File: config.mk
export PLATFORM = sky130hd
export DESIGN_NAME = forwarding_scoreboard
export DESIGN_NICKNAME = d
export VERILOG_FILES = /design/src/rtl/forwarding_scoreboard.sv
export SDC_FILE = /design/constraint.sdc
export NUM_CORES = 1
export LEC_CHECK = 0
export ABC_AREA = 1
export CAP_MARGIN = 25
export CORE_MARGIN = 10
export CORE_UTILIZATION = 35
export DETAILED_ROUTE_END_ITERATION = 16
export PLACE_DENSITY = 0.61
export SLEW_MARGIN = 20
export SYNTH_ARGS = -nofsm -noshare
export SYNTH_HDL_FRONTEND = slang
export SYNTH_SLANG_ARGS = --single-unit
File: constraint.sdc
create_clock -name clk -period 3 [get_ports clk]
set_input_delay 0.6 -clock clk [delete_from_list [all_inputs] [get_ports clk]]
set_output_delay 0.6 -clock clk [all_outputs]
set_load 0.1 [all_outputs]
File: src/rtl/forwarding_scoreboard.sv
// EX-stage operand forwarding with a per-register latency scoreboard.
// Picks the youngest matching forwarding stage per source and stalls when a producer is not ready yet.
module forwarding_scoreboard #(
    parameter int NUM_SRC    = 2,
    parameter int NUM_FWD    = 2,
    parameter int REG_ADDR_W = 5,
    parameter int XLEN       = 32,
    parameter int MAX_LAT    = 3,
    parameter int LAT_W      = $clog2(MAX_LAT + 1),
    parameter int CNT_W      = 32
) (
    input  logic                                   clk,
    input  logic                                   rst_n,
    input  logic                                   issue_valid,
    input  logic                                   flush,
    input  logic [NUM_SRC-1:0]                     src_used,
    input  logic [NUM_SRC*REG_ADDR_W-1:0]          src_addr,
    input  logic [NUM_SRC*XLEN-1:0]                rf_data,
    input  logic                                   issue_reg_write,
    input  logic [REG_ADDR_W-1:0]                  issue_rd_addr,
    input  logic [LAT_W-1:0]                       issue_latency,
    input  logic [NUM_FWD-1:0]                     fwd_valid,
    input  logic [NUM_FWD*REG_ADDR_W-1:0]          fwd_rd_addr,
    input  logic [NUM_FWD*XLEN-1:0]                fwd_data,
    output logic [NUM_SRC*$clog2(NUM_FWD+1)-1:0]   src_sel,
    output logic [NUM_SRC*XLEN-1:0]                src_data,
    output logic                                   stall,
    output logic [CNT_W-1:0]                       stall_count
);

    localparam int NREG  = 1 << REG_ADDR_W;
    localparam int SEL_W = $clog2(NUM_FWD + 1);

    logic [LAT_W-1:0] cnt_q [NREG];
    logic [LAT_W-1:0] cnt_d [NREG];
    logic [CNT_W-1:0] stall_count_q;
    logic [CNT_W-1:0] stall_count_d;
    logic             dep_hit;
    logic             accept;

    function automatic logic [CNT_W-1:0] sat_inc(input logic [CNT_W-1:0] v);
        return (&v) ? v : v + CNT_W'(1);
    endfunction

    // Oldest stage is scanned first so the youngest match overwrites it.
    always_comb begin
        src_sel  = '0;
        src_data = rf_data;
        for (int i = 0; i < NUM_SRC; i++) begin
            for (int k = NUM_FWD - 1; k >= 0; k--) begin
                if (fwd_valid[k]
                    && fwd_rd_addr[k*REG_ADDR_W +: REG_ADDR_W] == src_addr[i*REG_ADDR_W +: REG_ADDR_W]
                    && src_addr[i*REG_ADDR_W +: REG_ADDR_W] != '0) begin
                    src_sel[i*SEL_W +: SEL_W] = SEL_W'(k + 1);
                    src_data[i*XLEN +: XLEN]  = fwd_data[k*XLEN +: XLEN];
                end
            end
        end
    end

    always_comb begin
        dep_hit = 1'b0;
        for (int i = 0; i < NUM_SRC; i++) begin
            if (src_used[i] && src_addr[i*REG_ADDR_W +: REG_ADDR_W] != '0
                && cnt_q[src_addr[i*REG_ADDR_W +: REG_ADDR_W]] != '0) begin
                dep_hit = 1'b1;
            end
        end
    end

    assign stall  = issue_valid && !flush && dep_hit;
    assign accept = issue_valid && !flush && !stall;

    // A new writer replaces any older pending count for the same register.
    always_comb begin
        for (int r = 0; r < NREG; r++) begin
            cnt_d[r] = (cnt_q[r] != '0) ? cnt_q[r] - LAT_W'(1) : '0;
            if (r != 0 && accept && issue_reg_write && issue_rd_addr == REG_ADDR_W'(r)) begin
                cnt_d[r] = issue_latency;
            end
        end
        cnt_d[0] = '0;
    end

    always_comb begin
        stall_count_d = stall ? sat_inc(stall_count_q) : stall_count_q;
    end

    always_ff @(posedge clk) begin
        if (!rst_n) begin
            for (int r = 0; r < NREG; r++) begin
                cnt_q[r] <= '0;
            end
            stall_count_q <= '0;
        end else begin
            cnt_q         <= cnt_d;
            stall_count_q <= stall_count_d;
        end
    end

    assign stall_count = stall_count_q;

endmodule

==> results.json, run 1 <==
{
  "crit_path_start_kind": "input pin",
  "yosysUniqueCellTypes": 35,
  "r2r_cells": 10,
  "syn_nets": 1531,
  "synth_flop_cell": "dfxtp_1",
  "path_class": "in -> out",
  "crit_fanout": 7,
  "first_pass_iters": 5,
  "hp-class": "reg -> reg",
  "end_kind": "output pin",
  "synthSimpleGateAreaFrac_pct": 44.1,
  "wl_met1_mm": 15.9,
  "grt_pass1_vias": 9762,
  "whs_endpoint": "stall_count[27]",
  "antennaDiodeCount": 0,
  "drcViolationCount": 0,
  "root_buffer": "clkbuf_16",
  "power_mw": 4.46,
  "dp_slack_ps": -336,
  "fin_tns_setup_ps": 0,
  "clock_skew_ps": 9.20,
  "die_w_um": 171,
  "cts_tree": "built",
  "met3WireLength_mm": 2.56,
  "syn_inst": 1366,
  "die_h_um": 171,
  "p_leak_nw": 6.33,
  "globalplace.congestion": 0.918,
  "routedWlPerCell_um": 19.8,
  "clkPwrFrac_pct": 28.6,
  "drtIter0Drc": 776,
  "crit_slowest_cell": "dlygate4sd2_1",
  "final_max_slew_viol_count": 0,
  "drv_cap": 0,
  "sequentialPowerShare_pct": 28.1,
  "routed_wl_mm": 38.8,
  "grt_usage_pct": 24.8,
  "synth_top_family_by_area": "simple AND/OR/NAND/NOR gates",
  "num_vias": 10100,
  "setup_viol": 0,
  "cts_sinks": 94,
  "met2_length_mm": 18.9,
  "synth_compound_area_share_pct": 16.1,
  "cts_buffer_depth": 2,
  "crit_arrival_ps": 2390,
  "swShare_pct": 38.3,
  "cts_buffers": 9,
  "overflow": 0,
  "switchingPower_mw": 1.71,
  "post_dp_cell_area_sq_mm": 0.0127,
  "slew_headroom_pct": 36.6,
  "final.period_utilization_pct": 99.5,
  "outcome": "completed",
  "clk_latency_ps": 360,
  "synthArstFlopShare_pct": 0,
  "viasPerCell": 5.17,
  "drtAntennaViolNets": 0,
  "htree_levels": 3,
  "synthAdderAreaFrac_pct": 0.157,
  "finalWorstSetupSlack_ps": 14.0,
  "ys_warn_count": 0,
  "p_per_area_mw_per_mm2": 308,
  "reg2reg_setup_slack_ps": 510,
  "grt_pass1_wl_mm": 56.9,
  "synth_xor_area_share_pct": 3.84,
  "syn_avg_cell_area_sq_um": 5.84,
  "rsz0062_at_grt": "true",
  "design_area_sq_mm": 0.0145,
  "core_sq_mm": 0.0225,
  "top_layer": "met4",
  "drive_gt1_share_pct": 28.7,
  "antenna_found_initial": 0,
  "hold_start": "stall_count[27]",
  "syn-cell-area_sq_mm": 0.00798,
  "cp_cell_sequence": "dlygate4sd2_1, o22ai_1, a211oi_2, nand2_2, buf_4, bufbuf_16, a21oi_2, a21oi_4, buf_12",
  "row_count": 55,
  "synth.ff_latch_count": 94,
  "max_freq_ghz": 0.335,
  "worstMarginPinSlew_ps": 950,
  "ioPinCount": 265,
  "port_buffers": 264,
  "clkTransAtPathRegs_ps": 70,
  "worstReg2RegStart": "stall_count[0]",
  "hpwl_mm": 27.1,
  "critPathMaxStageDelay_ps": 310,
  "pwr-share-comb_pct": 43.3,
  "r2r_end": "stall_count[31]",
  "start_util_pct": 35.4,
  "peakVddDrop_mv": 0.259,
  "cp.required_ps": 2400,
  "nets": 1830,
  "hold_slack_ps": 514,
  "die-area_sq_mm": 0.0292,
  "seq_area_frac_synth_pct": 23.6,
  "hold_depth": 2,
  "grt_max_degree": 66,
  "synth_edf_count": 0,
  "p_int_mw": 2.75,
  "cts.hold.buffers_added": 0,
  "fin_crit_ps": 2990,
  "synthMuxAreaShare_pct": 0,
  "area_growth_pct": 81.4,
  "hold_violations": 0
}
[flip-flops by register name, indices dropped and copies added (netlist names)]
| name | count |
|---|---|
| cnt_q | 62 |
| stall_count | 32 |
[kinds of logic after synthesis]
logic type / after synthesis
AND/OR/NAND/NOR: 747
flip-flops: 94
buffers and inverters: 235
XOR/XNOR: 35
adder cells (fa/ha/maj): 1
AO/OA/AOI/OAI: 254
[through the flow]
stage | util, % | std cells
global route | 64.3 | 1955
finish | 64.3 | 1955
detailed placement | 56.5 | 1910
floorplan | - | 1366
CTS | 62.0 | 1954
global placement | 56.5 | 1910
[Yosys cell counts (4+ instances only)]
master	count	share of area, %
clkbuf_1	46	2.2
nand3_1	42	2.6
a211oi_1	4	0.38
nor3_1	29	1.8
buf_4	7	0.66
xnor2_1	9	0.99
dfxtp_1	94	24
xor2_1	26	2.9
o21ai_0	80	5.0
nand4_2	9	1.4
buf_2	14	0.88
nand2_1	356	17
nand4_1	38	3.0
nand4_4	20	5.3
inv_1	156	7.3
a21oi_1	167	10
nor2_1	230	11
nor4_1	9	0.71
[power groups by stage]
stage          Clock, mW  Sequential (mW)  Combinational [mW]
4_1_cts             1.30             1.25                1.85
5_1_grt             1.34             1.25                2.00
2_1_floorplan          0             1.29                1.01
3_5_place_dp           0             1.28                1.75
6_report            1.27             1.25                1.93
3_3_place_gp           0             1.28                1.75
[worst max-delay path by stage]
stage                         from           end  slack (ps)  depth (start not counted)
floorplan              src_addr[6]  src_data[35]         -30                          9
global placement       src_addr[7]  src_data[53]        -330                         11
detailed placement     src_addr[7]  src_data[48]        -340                         11
CTS                    src_addr[0]  src_data[21]         -60                         10
global route        fwd_rd_addr[8]  src_data[57]         -40                          9
finish              fwd_rd_addr[8]  src_data[57]          10                          9
[area by class of cell]
| class | count | area (sq um) |
|---|---|---|
| fill | 1915 | 8030 |
| multi-input combinational | 1037 | 6840 |
| timing repair buffer | 362 | 4450 |
| sequential | 94 | 1880 |
| inverter | 161 | 614 |
| tap | 285 | 357 |
| clock buffer | 11 | 243 |
| clock inverter | 5 | 82.6 |
[routing by layer]
layer	vias to the layer above	global-route usage (%)
met2	321	42.5
li1	4999	-
met3	67	4.40
met5	-	0
met1	4717	30.1
met4	0	9.75
[repair_timing]
action	4_1_cts	5_1_grt
endpoints found under the setup margin	69	65
pin swaps	15	25
buffers inserted	14	6
cloned	14	0
gates resized for setup	211	144
hold endpoints to repair	0	0
[worst max-delay path: cells and delay by family]
kind                   cells  cell delay, ps
buffers and inverters      4             930
AOI/OAI and AO/OA          4             670
and+or+nand+nor            1             180
[placed cells by master, fill, tap and decap left out, types with 10 or more instances in the layout]
master and instances:
buf_4 91, o21ai_4 16, dfxtp_1 94, nand4_1 38, nor3_1 29, o21ai_2 39
o21ai_0 10, nor2_1 224, a21oi_1 42, clkdlybuf4s50_1 140, inv_1 150, o21ai_1 15
nand2_1 351, a21oi_2 21, nand4_4 20, nand3_1 42, a21oi_4 104, xor2_1 23
buf_12 88
No activity file was read; power rests on OpenSTA's default activity.
==> run 2: changes to the inputs <==
--- a/config.mk
+++ b/config.mk
@@ -10,6 +10,7 @@
 export CORE_MARGIN = 10
 export CORE_UTILIZATION = 35
 export DETAILED_ROUTE_END_ITERATION = 16
+export GPL_TIMING_DRIVEN = 0
 export PLACE_DENSITY = 0.61
 export SLEW_MARGIN = 20
 export SYNTH_ARGS = -nofsm -noshare
==> run 2 against run 1 <==
  * Clock-buffer cell count decreased by 1
  * Worst setup slack got worse by 9.2 ps
  * Critical path type unchanged
  * Via count decreased by 1.4%
  * Critical path depth unchanged
  * Sequential power about the same
  * Critical endpoint is now src_data[34]
==> results.json, run 2 (synthesized netlist as in run 1, its figures left out) <==
{
  "outcome": "completed",
  "rsz0062_at_grt": "true",
  "area_growth_pct": 69.7,
  "max_freq_ghz": 0.334,
  "crit_slowest_cell": "clkdlybuf4s50_1",
  "mostFrequentLayoutCells": "nand2_1, nor2_1, clkdlybuf4s50_1",
  "design_area_sq_mm": 0.0135,
  "use_met2_pct": 39.8,
  "r2r_cells": 10,
  "busiest_layer": "met2",
  "final_common_cell": "nand2_1",
  "viasPerCell": 5.10,
  "routedWlPerCell_um": 19.0,
  "largest_register": "cnt_q",
  "antenna_found_initial": 0,
  "met1_usage_pct": 29.3,
  "worstMarginPinSlew_ps": 1030,
  "overflow": 0,
  "drcViolationCount": 0,
  "drtAntennaViolNets": 0,
  "globalplace.congestion": 0.930,
  "end_kind": "output pin",
  "port_buffers": 258,
  "crit_arrival_ps": 2400,
  "clk_latency_ps": 360,
  "path_class": "in -> out",
  "final_core_util_pct": 60.1,
  "clkTransAtPathRegs_ps": 60,
  "largest_register_ff_count": 62,
  "die-area_sq_mm": 0.0292,
  "cts_buffers": 9,
  "hpwl_mm": 28.7,
  "post_dp_cell_area_sq_mm": 0.0117,
  "hp-class": "reg -> reg",
  "core_sq_mm": 0.0225,
  "r2r_end": "stall_count[15]",
  "drv_cap": 0,
  "crit_path_start_kind": "input pin",
  "die_w_um": 171,
  "htree_levels": 3,
  "final.period_utilization_pct": 99.8,
  "routed_wl_mm": 37.1,
  "cts_sinks": 94,
  "p_int_mw": 2.75,
  "hold_slack_ps": 499,
  "grt_usage_pct": 23.8,
  "pwr-share-comb_pct": 40.8,
  "peakVddDrop_mv": 0.235,
  "critPathMaxStageDelay_ps": 490,
  "drive_gt1_share_pct": 22.3,
  "p_leak_nw": 5.90,
  "row_count": 55,
  "root_buffer": "clkbuf_16",
  "nets": 1825,
  "start_util_pct": 35.4,
  "slew_headroom_pct": 31.1,
  "worstReg2RegStart": "stall_count[1]",
  "switchingPower_mw": 1.65,
  "fin_crit_ps": 3000,
  "crit_fanout": 5,
  "cp-startpoint": "fwd_valid[0]",
  "grt_pass1_wl_mm": 54.4,
  "sequentialPowerShare_pct": 28.5,
  "cts_buffer_depth": 2,
  "cp_cell_sequence": "clkdlybuf4s50_1, nand2_1, nor4_4, nand2_4, buf_8, o21ai_0, a21oi_1, a21oi_4, buf_12",
  "p_per_area_mw_per_mm2": 325,
  "die_h_um": 171,
  "cp-endpoint": "src_data[34]",
  "power_mw": 4.39,
  "grt_pass1_vias": 9197,
  "cts_tree": "built",
  "ioPinCount": 265,
  "grt.met3_usage_pct": 4.91,
  "num-fill-cells": 2101,
  "reg2reg_setup_slack_ps": 280,
  "num_vias": 9958,
  "swShare_pct": 37.4,
  "cp.required_ps": 2400,
  "grt_max_degree": 16,
  "hold_violations": 0,
  "setup_viol": 0,
  "clkPwrFrac_pct": 30.7,
  "first_pass_iters": 5,
  "drtIter0Drc": 635,
  "cts.hold.buffers_added": 0,
  "clock_skew_ps": 10.7,
  "fin_tns_setup_ps": 0,
  "final_max_slew_viol_count": 0
}
[run 2: cell count changes in the layout (fill, tap and decap cells not counted), sizes merged, moves of 2 or more]
cell,delta
buf,-76
bufbuf,-3
clkbuf,+41
clkdlybuf4s15,-8
clkdlybuf4s50,+33
clkinv,+3
dlygate4sd2,+4
inv,-2
[run 2: timing repair]
item	in CTS	in global routing
gates resized for setup	724	156
endpoints found under the setup margin	69	69
gates cloned	5	3
hold endpoints to repair	0	0
pin swaps	14	11
buffers inserted	8	9
[run 2: metal layers]
layer	up-vias	share of wire, %	wire length, um
li1	4998	-	-
met1	4591	43	15800
met2	320	48	17700
met3	49	6.7	2470
met4	0	3.1	1150
met5	-	0	0
[run 2: area by class of cell]
cell class                 count  area [sq um]  area share, %
sequential                    94          1880           13.9
inverter                     161           627           4.63
multi-input combinational   1038          6270           46.3
buffer                        74           691           5.10
antenna                        1          2.50         0.0185
timing repair inverter         1          7.51         0.0555
tap                          285           357           2.63
timing repair buffer         281          3350           24.8
clock buffer                  10           239           1.77
clock inverter                 6           109          0.804
[run 2: worst min path at each step]
stage	startpoint	endpoint	slack [ps]	depth (start not counted)
final	stall_count[31]	stall_count[31]	500	2
after CTS	stall_count[31]	stall_count[31]	500	2
after detailed placement	stall_count[31]	stall_count[31]	490	2
after global placement	stall_count[31]	stall_count[31]	490	2
after global routing	stall_count[31]	stall_count[31]	540	2
after floorplan	cnt_q[20]	cnt_q[21]	500	4
[run 2: power by group through the flow]
stage | registers [mW] | logic [mW] | clock network (mW)
after floorplan | 1.29 | 1.01 | 0
after global placement | 1.28 | 1.51 | 0
after detailed placement | 1.28 | 1.51 | 0
after CTS | 1.25 | 1.71 | 1.38
after global routing | 1.25 | 1.86 | 1.42
final | 1.25 | 1.79 | 1.35
[run 2: worst max-delay path: cells and delay by family]
family | cells | cell delay, ps
simple gates | 3 | 560
compound gates | 3 | 340
buf+inv | 3 | 870
[run 2: through the flow]
step	setup slack (ps)	std cells
floorplan	-34.0	1366
CTS	2.68	1938
finish	4.80	1951
global placement	-1850	1909
global route	-76.3	1950
detailed placement	-1830	1909
